`src/rtl/reg_seq_pkg.sv`:
```
// Shared definitions for the register write-readback-clear sequencer.
package reg_seq_pkg;

    localparam int W_DEF = 32;
    localparam int N_DEF = 2;

    typedef enum logic [2:0] {
        IDLE  = 3'd0,
        WRITE = 3'd1,
        WAIT  = 3'd2,
        READ  = 3'd3,
        CLEAR = 3'd4
    } state_t;

endpackage

```
`src/rtl/reg_seq_ctrl_rr_arbiter.sv`:
```
// Combinational round-robin picker: first requester at or after ptr_i, wrapping.
module rr_arbiter #(
    parameter int N = 2
) (
    input  logic [N-1:0]         req_i,
    input  logic [$clog2(N)-1:0] ptr_i,
    output logic [N-1:0]         gnt_o,
    output logic [$clog2(N)-1:0] idx_o,
    output logic                 valid_o
);

    localparam int IW = $clog2(N);

    // Scan requesters in rotation order starting at the pointer; first hit wins.
    always_comb begin
        int j;
        gnt_o   = '0;
        idx_o   = '0;
        valid_o = 1'b0;
        j       = 0;
        for (int k = 0; k < N; k++) begin
            j = int'(ptr_i) + k;
            if (j >= N) begin
                j = j - N;
            end
            if (!valid_o && req_i[j]) begin
                valid_o  = 1'b1;
                gnt_o[j] = 1'b1;
                idx_o    = IW'(j);
            end
        end
    end

endmodule

```
`src/rtl/reg_seq_ctrl.sv`:
```
// Sequencer for the shared register: arbitrates requesters round-robin and runs
// write, one idle cycle, readback with compare, then clear for each winner.
module reg_seq_ctrl
    import reg_seq_pkg::*;
#(
    parameter int W = W_DEF,
    parameter int N = N_DEF
) (
    input  logic                 clk,
    input  logic                 rst,
    input  logic [N-1:0]         req,
    input  logic [N*W-1:0]       wdata,
    output logic [N-1:0]         gnt,
    output logic                 busy,
    output logic                 done,
    output logic [$clog2(N)-1:0] done_id,
    output logic [W-1:0]         rdata,
    output logic                 mismatch,
    output logic [W-1:0]         reg_d,
    output logic                 reg_we,
    output logic                 reg_clr,
    input  logic [W-1:0]         reg_q
);

    localparam int IW = $clog2(N);

    state_t          state_q, state_d;
    logic [IW-1:0]   ptr_q;
    logic [IW-1:0]   win_q;
    logic [N-1:0]    gvec_q;
    logic [W-1:0]    word_q;
    logic [W-1:0]    rdata_q;
    logic [IW-1:0]   done_id_q;
    logic            mm_q;

    logic [N-1:0]    arb_gnt;
    logic [IW-1:0]   arb_idx;
    logic            arb_valid;
    logic            accept;

    // Pointer for the next search: one past the requester just accepted.
    function automatic logic [IW-1:0] ptr_after(input logic [IW-1:0] idx);
        if (int'(idx) == N - 1) begin
            return '0;
        end
        return idx + IW'(1);
    endfunction

    rr_arbiter #(.N(N)) u_arb (
        .req_i   (req),
        .ptr_i   (ptr_q),
        .gnt_o   (arb_gnt),
        .idx_o   (arb_idx),
        .valid_o (arb_valid)
    );

    // Requests are only looked at in IDLE; later req/wdata changes are ignored.
    assign accept = (state_q == IDLE) && arb_valid;

    // Control state: FSM, arbitration pointer, winner and readback result.
    always_ff @(posedge clk) begin
        if (rst) begin
            state_q   <= IDLE;
            ptr_q     <= '0;
            win_q     <= '0;
            gvec_q    <= '0;
            rdata_q   <= '0;
            done_id_q <= '0;
            mm_q      <= 1'b0;
        end else begin
            state_q <= state_d;
            if (accept) begin
                win_q  <= arb_idx;
                gvec_q <= arb_gnt;
                ptr_q  <= ptr_after(arb_idx);
            end
            if (state_q == READ) begin
                rdata_q   <= reg_q;
                done_id_q <= win_q;
                mm_q      <= (reg_q != word_q);
            end
        end
    end

    // Data capture: the accepted requester's word, held for the whole transaction.
    always_ff @(posedge clk) begin
        if (accept) begin
            word_q <= wdata[int'(arb_idx)*W +: W];
        end
    end

    // Next-state logic: fixed five-cycle walk once a request is accepted.
    always_comb begin
        state_d = state_q;
        case (state_q)
            IDLE:    if (arb_valid) state_d = WRITE;
            WRITE:   state_d = WAIT;
            WAIT:    state_d = READ;
            READ:    state_d = CLEAR;
            CLEAR:   state_d = IDLE;
            default: state_d = IDLE;
        endcase
    end

    // Outputs decode from registered state only; reset also clears the register.
    assign gnt      = (state_q == WRITE) ? gvec_q : '0;
    assign busy     = (state_q != IDLE);
    assign reg_we   = (state_q == WRITE);
    assign reg_clr  = rst || (state_q == CLEAR);
    assign reg_d    = (state_q == IDLE) ? '0 : word_q;
    assign done     = (state_q == CLEAR);
    assign done_id  = done_id_q;
    assign rdata    = rdata_q;
    assign mismatch = mm_q;

endmodule

```
`config.mk`:
```
export PLATFORM = sky130hd
export DESIGN_NAME = reg_seq_ctrl
export DESIGN_NICKNAME = d
export VERILOG_FILES = /design/src/rtl/reg_seq_pkg.sv /design/src/rtl/reg_seq_ctrl_rr_arbiter.sv /design/src/rtl/reg_seq_ctrl.sv
export SDC_FILE = /design/constraint.sdc
export NUM_CORES = 1
export LEC_CHECK = 0
export BUFFER_PORTS_ARGS = -buffer_cell sky130_fd_sc_hd__buf_4
export CORE_MARGIN = 2
export CORE_UTILIZATION = 45
export CTS_BUF_LIST = sky130_fd_sc_hd__clkbuf_4
export CTS_CLUSTER_SIZE = 14
export DETAILED_ROUTE_END_ITERATION = 8
export GPL_TIMING_DRIVEN = 0
export PLACE_DENSITY = 0.86
export REMOVE_ABC_BUFFERS = 1
export SYNTH_ARGS = -nofsm -noshare
export SYNTH_HDL_FRONTEND = slang
export SYNTH_SLANG_ARGS = --single-unit
```
`constraint.sdc`:
```
create_clock -name clk -period 4.3 [get_ports clk]
set_clock_uncertainty 0.05 [all_clocks]
set_input_delay 0.86 -clock clk [delete_from_list [all_inputs] [get_ports clk]]
set_output_delay 0.86 -clock clk [all_outputs]
set_load 0.01 [all_outputs]
```
==> flow_metrics.env <==
export IMPL_grt_pass1_vias=2995
export IMPL_crit_required_ns=3.39
export IMPL_place_hpwl_um=6420
export IMPL_crit_arrival_ns=2.30
export IMPL_cts_inserted_buffers=9
export IMPL_dpl_cell_count=585
export IMPL_cts_path_max_buffers=2
export IMPL_cp_start_kind="flip-flop"
export IMPL_fmax_mhz=312
export IMPL_synth_avg_cell_area_um2=10.3
export IMPL_io_pins=172
export IMPL_cts_tree="done"
export IMPL_cts_sinks=73
export IMPL_fin_nets=598
export IMPL_die_area_um2=8320
export IMPL_synth_edf_count=32
export IMPL_globalRouteMet2Util=0.399
export IMPL_ctsHoldBuffers=0
export IMPL_rows=31
export IMPL_die_w_um=91.2
export IMPL_globalplace_congestion=0.744
export IMPL_status="finished, final reports clean"
export IMPL_antennaDiodeCount=0
export IMPL_mostFrequentLayoutCells="171 x buf_4, 71 x nand2_1, 41 x dfxtp_1"
export IMPL_avgViaCountPerCell=4.90
export IMPL_yosys_register_bits=73
export IMPL_syn_instance_count=333
export IMPL_grt_usage=0.210
export IMPL_grt_overflow=0
export IMPL_grt_busiest_layer="met2"
export IMPL_cts_resized=0
export IMPL_syn2layout_area_growth_pct=43.6
export IMPL_io_buffers=171
export IMPL_vdd_drop_max_mv=0.196
export IMPL_grt_max_degree=43
export IMPL_core_um2=7290
export IMPL_fillers=598
export IMPL_clkTransAtPathRegs_ns=0.11
export IMPL_worst_slack_ns=1.09
export IMPL_criticalPathCategory="flip-flop to output port"
export IMPL_drc=0
export IMPL_cellLeakagePower_uw=0.00216
export IMPL_post_route_period_util=0.746
export IMPL_met1_usage=0.220
export IMPL_report_final_slew_viol_count=0
export IMPL_powerDensity_nw_per_um2=335
export IMPL_synth_ff_type="dfxtp_1"
export IMPL_postRouteAntennaNets=0
export IMPL_path_max_fanout=36
export IMPL_critPathCaptureType="output port"
export IMPL_dp_slack_ns=0.951
export IMPL_initial_core_util=0.469
export IMPL_cts_setup_buffers=0
export IMPL_synth_async_sr_flop_share=0
export IMPL_antenna_found_initial=0
export IMPL_clk_latency_ns=0.41
export IMPL_finalHoldViolations=0
export IMPL_final_common_cell="buf_4"
export IMPL_wl_um=8770
export IMPL_drive_gt1_frac=0.449
export IMPL_worst_slew_pin_slew_ns=1.23
export IMPL_hold_slack_ns=0.412
export IMPL_hold_class="flip-flop to flip-flop"
export IMPL_netlist_area_um2=3420
export IMPL_ys_types=28
export IMPL_die_y_um=91.2
export IMPL_root_buffer="clkbuf_4"
export IMPL_grt_pass1_wl_um=13800
export IMPL_use_met3=0.0498
export IMPL_setup_viol=0
export IMPL_max_cap_viol_count=0
export IMPL_seq_area_frac_synth=0.521
export IMPL_drt_iter0_drc=94
export IMPL_setup_tns_final_ns=0
export IMPL_routedWlPerCell_um=14.6
export IMPL_ctsHtreeMaxLevel=3
export IMPL_final_core_util=0.674
export IMPL_final_min_clock_period_ns=3.21
export IMPL_dr_total_vias=2950
export IMPL_yosysWarnings=0
export IMPL_grt_setup_unrepaired="no"
export IMPL_drt_pass1_iter_count=4
export IMPL_slew_headroom=0.175
export IMPL_final_cells=602
## path summary, 6_finish.rpt
kind / start / to / slack (ns) / cells past startpoint
setup / recovery: state_q[2] / reg_d[18] / 1.09 / 3
setup reg to reg: state_q[2] / word_q[16] / 1.42 / 4
hold reg to reg: done_id / done_id / 0.41 / 2
hold / removal: done_id / done_id / 0.41 / 2
## critical path: stages (launching register included)
cell and delay [ns]:
dfxtp_1 0.42, nor3_4 1.03, and2b_1 0.28, buf_4 0.14
## layer usage
layer	up-vias	wire length, um
met5	-	0
met3	15	559
met1	1369	3360
met2	114	4700
li1	1452	-
met4	0	147
## cells by family (layout without fill, tap and decap cells)
group | Yosys count | in the layout | share of synthesized area
mux | 32 | 32 | 0.105
buf+inv | 22 | 192 | 0.0296
flops | 73 | 73 | 0.521
compound gates | 40 | 40 | 0.0596
xor+xnor | 33 | 33 | 0.0845
simple gates | 133 | 133 | 0.200
## synthesized netlist by cell type (3+ instances only)
cell type / count / area (um^2)
dfxtp_1: 41 / 821
nor3_1: 4 / 20.0
a21oi_1: 38 / 190
inv_1: 3 / 11.3
buf_2: 9 / 45.0
nor4_1: 8 / 50.1
and2b_1: 17 / 128
xor2_1: 30 / 263
mux2_2: 32 / 360
nor2b_1: 15 / 93.8
xnor2_1: 3 / 26.3
edfxtp_1: 32 / 961
nand2_1: 71 / 267
nor2_1: 5 / 18.8
clkbuf_1: 8 / 30.0
## metrics by stage
| step | power, uW | instance area [um^2] |
|---|---|---|
| 2_1_floorplan | 1060 | 3330 |
| 3_3_place_gp | 1280 | 4740 |
| 3_5_place_dp | 1300 | 4770 |
| 4_1_cts | 1660 | 4880 |
| 5_1_grt | 1730 | 4910 |
| 6_report | 1650 | 4910 |
## flip-flops by register name, indices dropped and copies added (netlist names)
name and count:
win_q 1, mismatch 1, gvec_q 2, word_q 32, rdata 32, state_q 3
ptr_q 1, done_id 1
## where the power goes
group          leakage, uW  internal [uW]  switching [uW]  total, uW
sequential        0.000642            800            41.9        842
combinational      0.00145            242             207        450
clock            0.0000678            127             229        355
## layout make-up
class / count / area (um^2) / share of cell area
multi-input cells: 238 / 1550 / 0.316
clock buffers: 11 / 82.6 / 0.0168
inverters: 3 / 11.3 / 0.00229
flip-flops and latches: 73 / 1780 / 0.363
well taps: 99 / 124 / 0.0252
repair buffers: 173 / 1340 / 0.272
clock inverters: 5 / 23.8 / 0.00484
No activity file was read; power rests on OpenSTA's default activity.
